## src/rtl/digit_serial_addsub_pkg.sv

```systemverilog
// arith_pkg: shared state encoding and parameter helpers for the digit-serial add/sub unit.
package arith_pkg;
  typedef enum logic [1:0] {IDLE, RUN, DONE} state_e;
  function automatic int num_digits(input int width, input int digit);
    return width / digit;
  endfunction
  function automatic int cnt_width(input int n);
    return (n <= 1) ? 1 : $clog2(n);
  endfunction
  function automatic bit params_ok(input int width, input int digit);
    return (digit >= 1) && (width >= 2) && (width % digit == 0);
  endfunction
endpackage

```

## src/rtl/digit_serial_addsub_digit_adder.sv

```systemverilog
// digit_adder: combinational DIGIT-bit adder exposing the carry into its top bit for overflow detection.
module digit_adder #(
  parameter int DIGIT = 1
) (
  input  logic [DIGIT-1:0] a,
  input  logic [DIGIT-1:0] b,
  input  logic             cin,
  output logic [DIGIT-1:0] s,
  output logic             cout,
  output logic             c_msb
);
  assign {cout, s} = (DIGIT+1)'(a) + (DIGIT+1)'(b) + (DIGIT+1)'(cin);
  assign c_msb = a[DIGIT-1] ^ b[DIGIT-1] ^ s[DIGIT-1];
endmodule

```

## src/rtl/digit_serial_addsub.sv

```systemverilog
// digit_serial_addsub: LSB-first add/subtract of two WIDTH-bit operands, DIGIT bits per clock.
module digit_serial_addsub
  import arith_pkg::*;
#(
  parameter int WIDTH = 8,
  parameter int DIGIT = 1
) (
  input  logic             clk,
  input  logic             rst,
  input  logic             start,
  input  logic             sub,
  input  logic [WIDTH-1:0] a_in,
  input  logic [WIDTH-1:0] b_in,
  input  logic             c_in,
  output logic             busy,
  output logic             done,
  output logic [WIDTH-1:0] sum,
  output logic             c_out,
  output logic             ovf
);
  localparam int N  = num_digits(WIDTH, DIGIT);
  localparam int CW = cnt_width(N);
  if (!params_ok(WIDTH, DIGIT)) begin : g_bad_params
    $error("digit_serial_addsub: WIDTH must be >= 2 and a multiple of DIGIT");
  end
  state_e           state_q, state_d;
  logic [WIDTH-1:0] a_q, a_d, b_q, b_d, r_q, r_d, sum_q, sum_d;
  logic [CW-1:0]    cnt_q, cnt_d;
  logic             carry_q, carry_d, c_out_q, c_out_d, ovf_q, ovf_d;
  logic [DIGIT-1:0] ds;
  logic             dc, dm;
  digit_adder #(.DIGIT(DIGIT)) u_digit (
    .a(a_q[DIGIT-1:0]), .b(b_q[DIGIT-1:0]), .cin(carry_q),
    .s(ds), .cout(dc), .c_msb(dm)
  );
  // Subtraction is a + ~b + ~borrow, so only the operand load differs between modes.
  always_comb begin
    state_d = state_q;
    a_d = a_q;
    b_d = b_q;
    r_d = r_q;
    carry_d = carry_q;
    cnt_d = cnt_q;
    sum_d = sum_q;
    c_out_d = c_out_q;
    ovf_d = ovf_q;
    if (state_q == RUN) begin
      a_d = a_q >> DIGIT;
      b_d = b_q >> DIGIT;
      r_d = (r_q >> DIGIT) | (WIDTH'(ds) << (WIDTH - DIGIT));
      carry_d = dc;
      cnt_d = cnt_q + CW'(1);
      if (cnt_q == CW'(N - 1)) begin
        state_d = DONE;
        sum_d = r_d;
        c_out_d = dc;
        ovf_d = dc ^ dm;
      end
    end else if (start) begin
      state_d = RUN;
      a_d = a_in;
      b_d = sub ? ~b_in : b_in;
      carry_d = sub ^ c_in;
      cnt_d = '0;
    end else begin
      state_d = IDLE;
    end
  end
  always_ff @(posedge clk or posedge rst) begin
    if (rst) begin
      state_q <= IDLE;
      a_q <= '0;
      b_q <= '0;
      r_q <= '0;
      carry_q <= 1'b0;
      cnt_q <= '0;
      sum_q <= '0;
      c_out_q <= 1'b0;
      ovf_q <= 1'b0;
    end else begin
      state_q <= state_d;
      a_q <= a_d;
      b_q <= b_d;
      r_q <= r_d;
      carry_q <= carry_d;
      cnt_q <= cnt_d;
      sum_q <= sum_d;
      c_out_q <= c_out_d;
      ovf_q <= ovf_d;
    end
  end
  assign busy  = state_q == RUN;
  assign done  = state_q == DONE;
  assign sum   = sum_q;
  assign c_out = c_out_q;
  assign ovf   = ovf_q;
endmodule

```

## config.mk

```make
export PLATFORM = sky130hd
export DESIGN_NAME = digit_serial_addsub
export DESIGN_NICKNAME = d
export VERILOG_FILES = /design/src/rtl/digit_serial_addsub_pkg.sv /design/src/rtl/digit_serial_addsub_digit_adder.sv /design/src/rtl/digit_serial_addsub.sv
export SDC_FILE = /design/constraint.sdc
export NUM_CORES = 1
export LEC_CHECK = 0
export CORE_ASPECT_RATIO = 1.4
export CORE_MARGIN = 5
export CORE_UTILIZATION = 30
export CTS_BUF_LIST = sky130_fd_sc_hd__clkbuf_8
export DETAILED_ROUTE_END_ITERATION = 12
export GPL_TIMING_DRIVEN = 0
export HOLD_SLACK_MARGIN = 0.06
export PLACE_DENSITY = 0.62
export SLEW_MARGIN = 20
export SYNTH_ARGS = -nofsm -noshare
export SYNTH_HDL_FRONTEND = slang
export SYNTH_SLANG_ARGS = --single-unit
```

## constraint.sdc

```tcl
create_clock -name clk -period 1.35 [get_ports clk]
set_input_delay 0.27 -clock clk [delete_from_list [all_inputs] [get_ports clk]]
set_output_delay 0.27 -clock clk [all_outputs]
set_load 0.05 [all_outputs]
```

-- Word level (Yosys, flattened, before mapping)
Index checks and enable logic that the tools add are counted.
- flip-flop bits (word level): 40
- output and inout port bits: 12
- add/sub/neg operators: 3
- eq/ne operators: 4
- muxes and demuxes: 12
- bitwise operators: 6
- reductions and logical operators: 2
- operator list (operator ; count):
    two-way mux 8 bit ; 5
    inverter 8 bit ; 1
    bitwise OR 7 x 8 -> 8 bit ; 1
    two-way mux 3 bit ; 2
    two-way mux 2 bit ; 2
    XOR 1 bit ; 4
    adder 3 x 1 -> 3 bit (second input constant) ; 1
    == test 3 bit (second input constant) ; 1
    two-way mux 1 bit ; 3
    adder 1 x 1 -> 2 bit ; 1
    adder 2 x 1 -> 2 bit ; 1
    == test 2 x 1 -> 1 bit (second input constant) ; 1
    == test 2 bit (second input constant) ; 1
    != test 2 x 1 -> 1 bit (second input constant) ; 1
    AND reduction 2 bit ; 1
    nonzero test 2 bit ; 1

-- Longest topological paths before layout
Gate-level depths: netlist of the first run.
- depth in word-level cells: 4
- depth in mapped cells: 6
- depth with buffers taken out: 5

-- Hierarchy
A second synthesis of the first run with hierarchy kept.
- cells, all modules: 143
- area total of the unflattened synthesis: 1804.2 um^2
- modules (own cells, without submodules) (module ; instances ; cells each ; area an instance (um^2) ; seq. area each (um^2)):
    digit_serial_addsub ; 1 ; 141 ; 1760.4 ; 975.9
    digit_adder ; 1 ; 2 ; 43.8 ; 0.0

-- Least setup slack after synthesis of the first run
OpenSTA, ideal clock, no wires.
- kind: reg-to-reg
- start point: register cnt_q[0]
- end point: register sum_q[0], in the netlist sum[0]
- arrival time: 1291 ps
- required time: 1225 ps
- path slack: -66 ps
- stages on the path, launching flop included: 6
- period minus slack after synthesis: 1416 ps
- cell sequence: dfrtp_1 > ha_1 > ha_1 > nand3b_4 > buf_6 > mux2_2
- longest elaborated chain between the ends: 2
- ends and longest elaborated chain (element ; RTL line ; source):
    start: declaration ; digit_serial_addsub.sv:28 ; logic [CW-1:0] cnt_q, cnt_d;
    start signal: assignment ; digit_serial_addsub.sv:86 ; cnt_q <= cnt_d;
    == test 3 bit ; digit_serial_addsub.sv:53 ; if (cnt_q == CW'(N - 1)) begin
    AND reduction 2 bit (no line) ; -- ;
    end signal: assignment ; digit_serial_addsub.sv:87 ; sum_q <= sum_d;
    end: declaration ; digit_serial_addsub.sv:27 ; logic [WIDTH-1:0] a_q, a_d, b_q, b_d, r_q, r_d, sum_q, sum_d;
Every way passes these cells.
A chain may end at the register's enable or synchronous reset.

-- Worst setup path in the final report of the first run
- start point: register carry_q
- end point: register ovf_q, in the netlist ovf
- longest elaborated chain between the ends: 3
- ends and longest elaborated chain (element ; RTL line ; source):
    start: declaration ; digit_serial_addsub.sv:29 ; logic carry_q, carry_d, c_out_q, c_out_d, ovf_q, ovf_d;
    start signal: assignment ; digit_serial_addsub.sv:85 ; carry_q <= carry_d;
    adder 2 x 1 -> 2 bit ; digit_serial_addsub_digit_adder.sv:12 ; assign {cout, s} = (DIGIT+1)'(a) + (DIGIT+1)'(b) + (DIGIT+1)'(cin);
    via ds ; digit_serial_addsub.sv:30 ; logic [DIGIT-1:0] ds;
    XOR 1 bit ; digit_serial_addsub_digit_adder.sv:13 ; assign c_msb = a[DIGIT-1] ^ b[DIGIT-1] ^ s[DIGIT-1];
    XOR 1 bit ; digit_serial_addsub.sv:57 ; ovf_d = dc ^ dm;
    end signal: assignment ; digit_serial_addsub.sv:89 ; ovf_q <= ovf_d;
    end: declaration ; digit_serial_addsub.sv:29 ;
The timed path passes the listed nets, and every way through them passes these cells.

==> run summary, run 1 <==
status = finished, violations left
failing checks = negative setup slack
flops & latches, synth = 39
Longest Clk Path Bufs = 2
maximum clock frequency = 0.6759 GHz
Synth area leader = dfrtp_1
Chip Height = 101.6 um
syn nets = 168
first-pass GRT wire length = 5878 um
vias in the first global route = 1207
synthesized area = 0.001798 sq mm
routed len/inst = 13.67 um
largest net degree at the start of global routing = 21
Setup crit end = ovf$_DFFE_PP0P_
die area = 0.007664 sq mm
1st-pass router iterations = 4
final setup TNS = -869.3 ps
worst path required time = 1530 ps
GPL Wtd Cong = 0.6931
Async S/R FF share, synth = 1.000
GRT Resource Usage Total = 0.1026
Root Buffer = clkbuf_8
Post-route DRC = 0
worst path arrival time = 1660 ps
number of max-cap violations = 0
initial drt markers = 20
Die X = 75.43 um
Max FO, Critical Path = 2
Setup-failing EPs final = 12
I/O pin total = 33
final wirelength = 3635 um
H-tree Lvls = 2
Post-synth top cells = dfrtp_1 (39), nand2_1 (18), o21ai_0 (18)
fin crit share = 1.096
CTS Hold Bufs = 0
slowest cell delay on critical path = 620 ps
Std-Cell Rows = 33
DPL Wire Length = 2451 um
main flop type after synthesis = dfrtp_1
mean post-synth cell area = 12.49 sq um
Slew Viols, Final = 0
Final Hold Violating Endpoints = 0
Post-synth EDFFs = 0
Yosys cell types = 21
Crit-path slowest cell = fa_2
fraction of layout cells with a size suffix above 1 = 0.3469
antenna-violating nets left = 0
vias = 1191
Util after Layout = 0.4379
later-pin clock latency in the skew report = 290 ps
Synthesis Warnings = 0
initial antenna violation count = 0
CTS buffer count = 5
area share of the largest cell type after synthesis = 0.5428
measured slew at the worst slew-check pin = 471.9 ps
Hold Crit Class = in -> async
final worst path period need = 1479 ps
worst vdd ir = 0.9008 mV
vias per cell = 4.477
# port buffers = 31
cells after synthesis = 144
Synth area leaders = dfrtp_1 (54%), mux2_2 (9.4%), mux2i_1 (8.9%)
grt total ovfl = 0
relative slew slack = 0.6849
sequential fraction of the synthesis area = 0.5428
RSZ-0062 raised after global routing = yes
Final Net Count = 219
Initial Util = 0.3067
# clock sinks = 39
post-route setup slack = -129.4 ps
core box area = 0.005863 sq mm
Worst Skew = 4.392 ps
worst reg2reg setup slack = -130 ps
depth of the most critical reg-to-reg path = 4
top-count cell post-synth = dfrtp_1
Setup crit end kind = register
leakage power = 1.220 nW
ant diodes = 0
startpoint types = register
crit path from = carry_q$_DFFE_PP0P_
pwr dens = 2449 mW/mm^2
kind of critical path = reg -> reg
Clock transition at path regs = 80 ps
P&R area growth vs syn = 42.80%
crit-path cells = fa_2 -> xnor2_2 -> xnor2_1 -> o21ai_1
FF-to-FF Start = carry_q$_DFFE_PP0P_
CTS tree = yes
Worst R2R End = ovf$_DFFE_PP0P_
==> worst min path at each step <==
stage                              end  slack (ps)  cells past startpoint
CTS                 r_q[6]$_DFFE_PP0P_         320                      2
detailed placement  b_q[0]$_DFFE_PP0P_         470                      2
global placement    a_q[4]$_DFFE_PP0P_         460                      2
floorplan           a_q[7]$_DFFE_PP0P_         430                      2
finish              r_q[2]$_DFFE_PP0P_         320                      2
global route        sum[2]$_DFFE_PP0P_         350                      2
==> layout make-up <==
class / count / area [sq um]
buffer: 8 / 75.07
clock buffer: 6 / 82.58
clock inverter: 2 / 35.03
fill: 571 / 3296
inverter: 2 / 7.507
multi-input combinational: 94 / 809.5
sequential: 39 / 975.9
tap: 70 / 87.58
timing repair buffer: 45 / 494.2
==> repair_timing <==
action | in CTS | in global routing
setup buffers | 9 | 3
setup endpoints to repair | 20 | 20
pin swaps | 3 | 5
gates resized for setup | 51 | 11
cloned | 1 | 0
==> cell families after synthesis <==
group	after synthesis	share of synthesized area
mux	33	0.1997
flops	39	0.5428
buf+inv	11	0.04384
xor+xnor	12	0.05845
fa+ha+maj	3	0.02505
simple gates	27	0.07585
compound gates	19	0.05428
==> state kept, by name, summed over array words and instances (netlist names) <==
| signal | flops |
|---|---|
| a_q | 8 |
| b_q | 8 |
| sum | 8 |
| r_q | 7 |
| cnt_q | 3 |
| state_q | 2 |
| c_out | 1 |
| carry_q | 1 |
| ovf | 1 |
==> power by group <==
group / switching (W) / leakage [nW] / internal [W]
Clock: 0.000402 / 0.0612 / 0.000598
Sequential: 0.000321 / 0.494 / 0.00170
Combinational: 0.00159 / 0.665 / 0.00168
==> critical path: cells and delay by family (launching register included) <==
kind                       cells  cell delay [ps]
xor gates and xnor gates       2              260
adders and majority gates      1              620
AOI/OAI and AO/OA              1               70
DFF                            1              420
==> placed cells by master, fill, tap and decap left out, drive strengths merged, types with 7 or more instances in the layout <==
master,instances
mux2i,16
xor2,8
buf,23
nand2,18
o21ai,18
clkbuf,7
clkdlybuf4s50,19
mux2,17
dfrtp,39
clkdlybuf4s15,10
==> through the flow <==
stage / cells / setup slack, ps / power [W] / area [sq um] / hold slack [ps]
floorplan: 144 / -55.29 / 0.004025 / 1828 / 426.3
global placement: 245 / -691.5 / 0.004706 / 2226 / 459.8
detailed placement: 246 / -639.6 / 0.004786 / 2253 / 471.8
CTS: 264 / -121.0 / 0.006120 / 2504 / 321.2
global route: 266 / -154.0 / 0.006680 / 2567 / 345.7
finish: 266 / -129.4 / 0.006288 / 2567 / 316.6
==> routing by layer <==
metal | routed length [um] | global-route usage | vias up
met1 | 1593 | 0.1309 | 572
met3 | 190 | 0.02880 | 6
li1 | - | - | 585
met5 | 0 | 0 | -
met4 | 53 | 0.03634 | 0
met2 | 1797 | 0.1643 | 28
Note: power is estimated with default switching activity, not from simulation.
==> run 2, diff against run 1 <==
--- a/config.mk
+++ b/config.mk
@@ -8,11 +8,11 @@
 export CORE_ASPECT_RATIO = 1.4
 export CORE_MARGIN = 5
 export CORE_UTILIZATION = 30
-export CTS_BUF_LIST = sky130_fd_sc_hd__clkbuf_8
+export CTS_BUF_LIST = sky130_fd_sc_hd__clkbuf_4
 export DETAILED_ROUTE_END_ITERATION = 12
 export GPL_TIMING_DRIVEN = 0
 export HOLD_SLACK_MARGIN = 0.06
-export PLACE_DENSITY = 0.62
+export MAX_ROUTING_LAYER = met4
 export SLEW_MARGIN = 20
 export SYNTH_ARGS = -nofsm -noshare
 export SYNTH_HDL_FRONTEND = slang
==> run summary, run 2 (synthesized netlist as in run 1, its figures left out) <==
delay-heaviest family, CP = adder cells (unchanged)
commonest non-fill, non-tap cell in the layout = dfrtp_1 (unchanged)
vias in the first global route = 1248 (was 1207)
relative slew slack = 0.7264 (was 0.6849)
P&R area growth vs syn = 40.43% (was 42.80%)
Final Hold Violating Endpoints = 0 (unchanged)
grt total ovfl = 0 (unchanged)
Chip Height = 101.6 um (unchanged)
slowest cell delay on critical path = 620 ps (about the same)
Final Net Count = 221 (was 219)
hold_ws = 225.6 ps (was 316.6 ps)
vias = 1198 (was 1191)
DPL Wire Length = 2425 um (was 2451 um)
kind of critical path = reg -> reg (unchanged)
Cell Area, Placed = 0.002253 sq mm (unchanged)
most frequent cells in the layout = dfrtp_1 (39), clkdlybuf4s50_1 (19), nand2_1 (18), mux2i_1 (16), o21ai_0 (13) (was dfrtp_1 (39), clkdlybuf4s50_1 (19), nand2_1 (18), o21ai_0 (17), mux2i_1 (16))
Die X = 75.43 um (unchanged)
largest net degree at the start of global routing = 23 (was 21)
Max FO, Critical Path = 2 (unchanged)
Initial Util = 0.3067 (unchanged)
worst path required time = 1580 ps (was 1530 ps)
Multi-input gate area = 814.5 sq um (was 809.5 sq um)
maximum clock frequency = 0.6717 GHz (was 0.6759 GHz)
CTS buffer count = 5 (unchanged)
Post-route DRC = 0 (unchanged)
I/O pin total = 33 (unchanged)
leakage power = 1.229 nW (was 1.220 nW)
failing checks = negative setup slack (unchanged)
ant diodes = 0 (unchanged)
Fillers = 570 (was 571)
Std-Cell Rows = 33 (unchanged)
RSZ-0062 raised after global routing = yes (unchanged)
die area = 0.007664 sq mm (unchanged)
Setup crit end kind = register (unchanged)
final wirelength = 3619 um (was 3635 um)
measured slew at the worst slew-check pin = 409.9 ps (was 471.9 ps)
vias per cell = 4.470 (was 4.477)
Setup-failing EPs final = 13 (was 12)
crit path buf inv count = 0 (unchanged)
initial antenna violation count = 0 (unchanged)
crit-path cells = fa_2 -> xnor2_2 -> xnor2_1 -> o21ai_1 (unchanged)
worst path arrival time = 1720 ps (was 1660 ps)
# port buffers = 31 (unchanged)
Slew Viols, Final = 0 (unchanged)
design area = 0.002525 sq mm (was 0.002567 sq mm)
status = finished, violations left (unchanged)
CTS tree = yes (unchanged)
pwr dens = 2438 mW/mm^2 (was 2449 mW/mm^2)
routed len/inst = 13.50 um (was 13.67 um)
final worst path period need = 1489 ps (was 1479 ps)
first-pass GRT wire length = 6113 um (was 5878 um)
fraction of layout cells with a size suffix above 1 = 0.3485 (was 0.3469)
startpoint types = register (unchanged)
GRT Resource Usage Total = 0.1073 (was 0.1026)
Hold Crit Class = in -> async (unchanged)
antenna-violating nets left = 0 (unchanged)
1st-pass router iterations = 4 (unchanged)
# clock sinks = 39 (unchanged)
later-pin clock latency in the skew report = 340 ps (was 290 ps)
Crit-path slowest cell = fa_2 (unchanged)
CTS Hold Bufs = 0 (unchanged)
worst vdd ir = 0.8332 mV (was 0.9008 mV)
initial drt markers = 55 (was 20)
number of max-cap violations = 0 (unchanged)
Root Buffer = clkbuf_4 (was clkbuf_8)
fin crit share = 1.103 (was 1.096)
FF/Latch Area = 975.9 sq um (unchanged)
Longest Clk Path Bufs = 2 (unchanged)
Worst Skew = 6.616 ps (was 4.392 ps)
Clock transition at path regs = 120 ps (was 80 ps)
GPL Wtd Cong = 0.7077 (was 0.6931)
core box area = 0.005863 sq mm (unchanged)
H-tree Lvls = 2 (unchanged)
post-route setup slack = -138.8 ps (was -129.4 ps)
run 2: path summary, 6_finish.rpt:
kind | start | endpoint | slack (ps) | cells past startpoint
worst max-delay path | carry_q$_DFFE_PP0P_ | ovf$_DFFE_PP0P_ | -140 | 4
worst min-delay path | rst | sum[0]$_DFFE_PP0P_ | 230 | 2
worst max register to register | carry_q$_DFFE_PP0P_ | ovf$_DFFE_PP0P_ | -140 | 4
worst min register to register | a_q[6]$_DFFE_PP0P_ | a_q[5]$_DFFE_PP0P_ | 500 | 2
max in group asynchronous | rst | a_q[3]$_DFFE_PP0P_ | 670 | 3
min in group clk | sub | b_q[7]$_DFFE_PP0P_ | 320 | 3
run 2: report_power, final:
part / switching, W / internal, W
combinational: 0.00160 / 0.00175
clock: 0.000386 / 0.000381
sequential: 0.000334 / 0.00170
run 2: final cells by class:
cell class | instances | share of cell area
well taps | 70 | 0.03469
clock buffers | 5 | 0.01487
multi-input cells | 94 | 0.3226
inverters | 2 | 0.002973
plain buffers | 8 | 0.03271
clock inverters | 3 | 0.01536
flip-flops and latches | 39 | 0.3865
repair buffers | 47 | 0.1903
run 2: through the flow:
step	setup WS [ps]	cells	util	total power (W)	TNS [ps]
6_report	-138.8	268	0.4306	0.006157	-1005
3_3_place_gp	-674.4	245	0.3796	0.004712	-31080
4_1_cts	-140.3	262	0.4104	0.005820	-1144
5_1_grt	-191.4	268	0.4306	0.006614	-1510
3_5_place_dp	-640.1	246	0.3843	0.004779	-5235
2_1_floorplan	-55.29	144	-	0.004025	-119.0
run 2: metal layers:
metal,GRT usage,share of wire
met3,0.02880,0.057
met2,0.1610,0.49
met1,0.1430,0.45
met4,0.02826,0.0061
met5,-,0
run 2: repair_timing:
action	in CTS	in global routing
setup buffers	8	5
gates cloned	1	1
pin swaps	3	4
setup endpoints to repair	21	26
gates resized for setup	76	19
==> run 3, diff against run 2 <==
--- a/config.mk
+++ b/config.mk
@@ -7,12 +7,13 @@
 export LEC_CHECK = 0
 export CORE_ASPECT_RATIO = 1.4
 export CORE_MARGIN = 5
-export CORE_UTILIZATION = 30
+export CORE_UTILIZATION = 48
 export CTS_BUF_LIST = sky130_fd_sc_hd__clkbuf_4
 export DETAILED_ROUTE_END_ITERATION = 12
 export GPL_TIMING_DRIVEN = 0
 export HOLD_SLACK_MARGIN = 0.06
 export MAX_ROUTING_LAYER = met4
+export PLACE_DENSITY = 0.77
 export SLEW_MARGIN = 20
 export SYNTH_ARGS = -nofsm -noshare
 export SYNTH_HDL_FRONTEND = slang
==> run summary, run 3 (synthesized netlist as in run 1, its figures left out) <==
status = finished, violations left (unchanged)
failing checks = negative setup slack (unchanged)
# clock sinks = 39 (unchanged)
final worst path period need = 1478 ps (was 1489 ps)
I/O pin total = 33 (unchanged)
DPL Wire Length = 2566 um (was 2425 um)
Util after Layout = 0.6638 (was 0.4306)
design area = 0.002419 sq mm (was 0.002525 sq mm)
first-pass GRT wire length = 5885 um (was 6113 um)
commonest non-fill, non-tap cell in the layout = dfrtp_1 (unchanged)
pwr dens = 2450 mW/mm^2 (was 2438 mW/mm^2)
fin crit share = 1.095 (was 1.103)
die area = 0.005087 sq mm (was 0.007664 sq mm)
Initial Util = 0.4935 (was 0.3067)
measured slew at the worst slew-check pin = 400.6 ps (was 409.9 ps)
GPL Wtd Cong = 0.7956 (was 0.7077)
later-pin clock latency in the skew report = 350 ps (was 340 ps)
Post-route DRC = 0 (unchanged)
antenna-violating nets left = 0 (unchanged)
Max FO, Critical Path = 3 (was 2)
H-tree Lvls = 2 (unchanged)
1st-pass router iterations = 4 (unchanged)
Die X = 61.73 um (was 75.43 um)
maximum clock frequency = 0.6767 GHz (was 0.6717 GHz)
initial drt markers = 33 (was 55)
Hold Crit Class = in -> async (unchanged)
depth of the most critical reg-to-reg path = 4 (unchanged)
Setup crit end kind = output pin (was register)
P&R area growth vs syn = 34.52% (was 40.43%)
CTS tree = yes (unchanged)
most frequent cells in the layout = dfrtp_1 (39), clkdlybuf4s50_1 (19), nand2_1 (18), mux2i_1 (16) (was dfrtp_1 (39), clkdlybuf4s50_1 (19), nand2_1 (18), mux2i_1 (16), o21ai_0 (13))
Worst Skew = 9.068 ps (was 6.616 ps)
leakage power = 1.197 nW (was 1.229 nW)
worst path required time = 1080 ps (was 1580 ps)
total design power = 0.005926 W (was 0.006157 W)
CTS Hold Bufs = 0 (unchanged)
Root Buffer = clkbuf_4 (unchanged)
Chip Height = 82.42 um (was 101.6 um)
post-route setup slack = -127.7 ps (was -138.8 ps)
startpoint types = register (unchanged)
kind of critical path = reg -> out (was reg -> reg)
worst vdd ir = 1.558 mV (was 0.8332 mV)
routed len/inst = 15.34 um (was 13.50 um)
relative slew slack = 0.7325 (was 0.7264)
final wirelength = 3650 um (was 3619 um)
largest net degree at the start of global routing = 24 (was 23)
hold_ws = 204.7 ps (was 225.6 ps)
Cell Area, Placed = 0.002218 sq mm (was 0.002253 sq mm)
ant diodes = 0 (unchanged)
Slew Viols, Final = 0 (unchanged)
CTS buffer count = 5 (unchanged)
Std-Cell Rows = 26 (was 33)
GRT Resource Usage Total = 0.1657 (was 0.1073)
fraction of layout cells with a size suffix above 1 = 0.3418 (was 0.3485)
RSZ-0062 raised after global routing = yes (unchanged)
vias in the first global route = 1367 (was 1248)
vias = 1236 (was 1198)
Setup-failing EPs final = 14 (was 13)
Final Net Count = 219 (was 221)
number of max-cap violations = 0 (unchanged)
# port buffers = 31 (unchanged)
Clock transition at path regs = 120 ps (about the same)
core box area = 0.003643 sq mm (was 0.005863 sq mm)
grt total ovfl = 0 (unchanged)
Longest Clk Path Bufs = 2 (unchanged)
Final Hold Violating Endpoints = 0 (unchanged)
vias per cell = 5.193 (was 4.470)
initial antenna violation count = 0 (unchanged)
pre-CTS setup slack = -635.9 ps (was -640.1 ps)
worst path arrival time = 1210 ps (was 1720 ps)
run 3: cell types whose count changed in the layout (fill, tap and decap cells not counted), sizes merged:
cell / delta
clkbuf: -2
run 3: layer usage:
| metal | track usage | vias up | wire length [um] |
|---|---|---|---|
| li1 | - | 585 | - |
| met1 | 0.1653 | 621 | 1392 |
| met2 | 0.2956 | 25 | 2041 |
| met3 | 0.05288 | 5 | 161 |
| met4 | 0.05732 | 0 | 54 |
| met5 | - | - | 0 |
run 3: layout make-up:
type,instances,area (sq um)
clock inverter,3,38.79
fill,291,1225
sequential,39,975.9
multi-input combinational,94,805.8
timing repair buffer,45,422.9
buffer,8,77.57
clock buffer,5,37.54
inverter,2,7.507
tap,42,52.55
run 3: worst paths after layout:
check                                             from            endpoint  slack, ps
worst min-delay path                               rst  sum[5]$_DFFE_PP0P_        200
worst max register to register     carry_q$_DFFE_PP0P_     ovf$_DFFE_PP0P_       -120
min in group clk                                   sub  b_q[7]$_DFFE_PP0P_        320
worst min register to register         ovf$_DFFE_PP0P_     ovf$_DFFE_PP0P_        500
max in group asynchronous                          rst  b_q[2]$_DFFE_PP0P_        700
worst max-delay path            state_q[1]$_DFFE_PP0P_                busy       -130
run 3: worst max-delay path: stages, from the launching register on:
cell and delay, ps:
dfrtp_1 450, nor2b_4 160, buf_8 110, buf_8 130
run 3: repair_timing:
item,in CTS,in global routing
pin swaps,2,4
gates cloned,1,0
setup buffers,8,4
setup endpoints to repair,21,35
gates resized for setup,73,16
run 3: metrics by stage:
stage	setup TNS (ps)	cells
finish	-973.3	238
floorplan	-119.0	144
global route	-1640	238
detailed placement	-4774	218
global placement	-27020	217
CTS	-1153	235
run 3: power by group:
group          switching [W]  total, W  leakage, nW  internal [W]
registers           0.000337   0.00204        0.494       0.00170
clock network       0.000385  0.000766       0.0426      0.000381
logic                0.00157   0.00312        0.660       0.00155
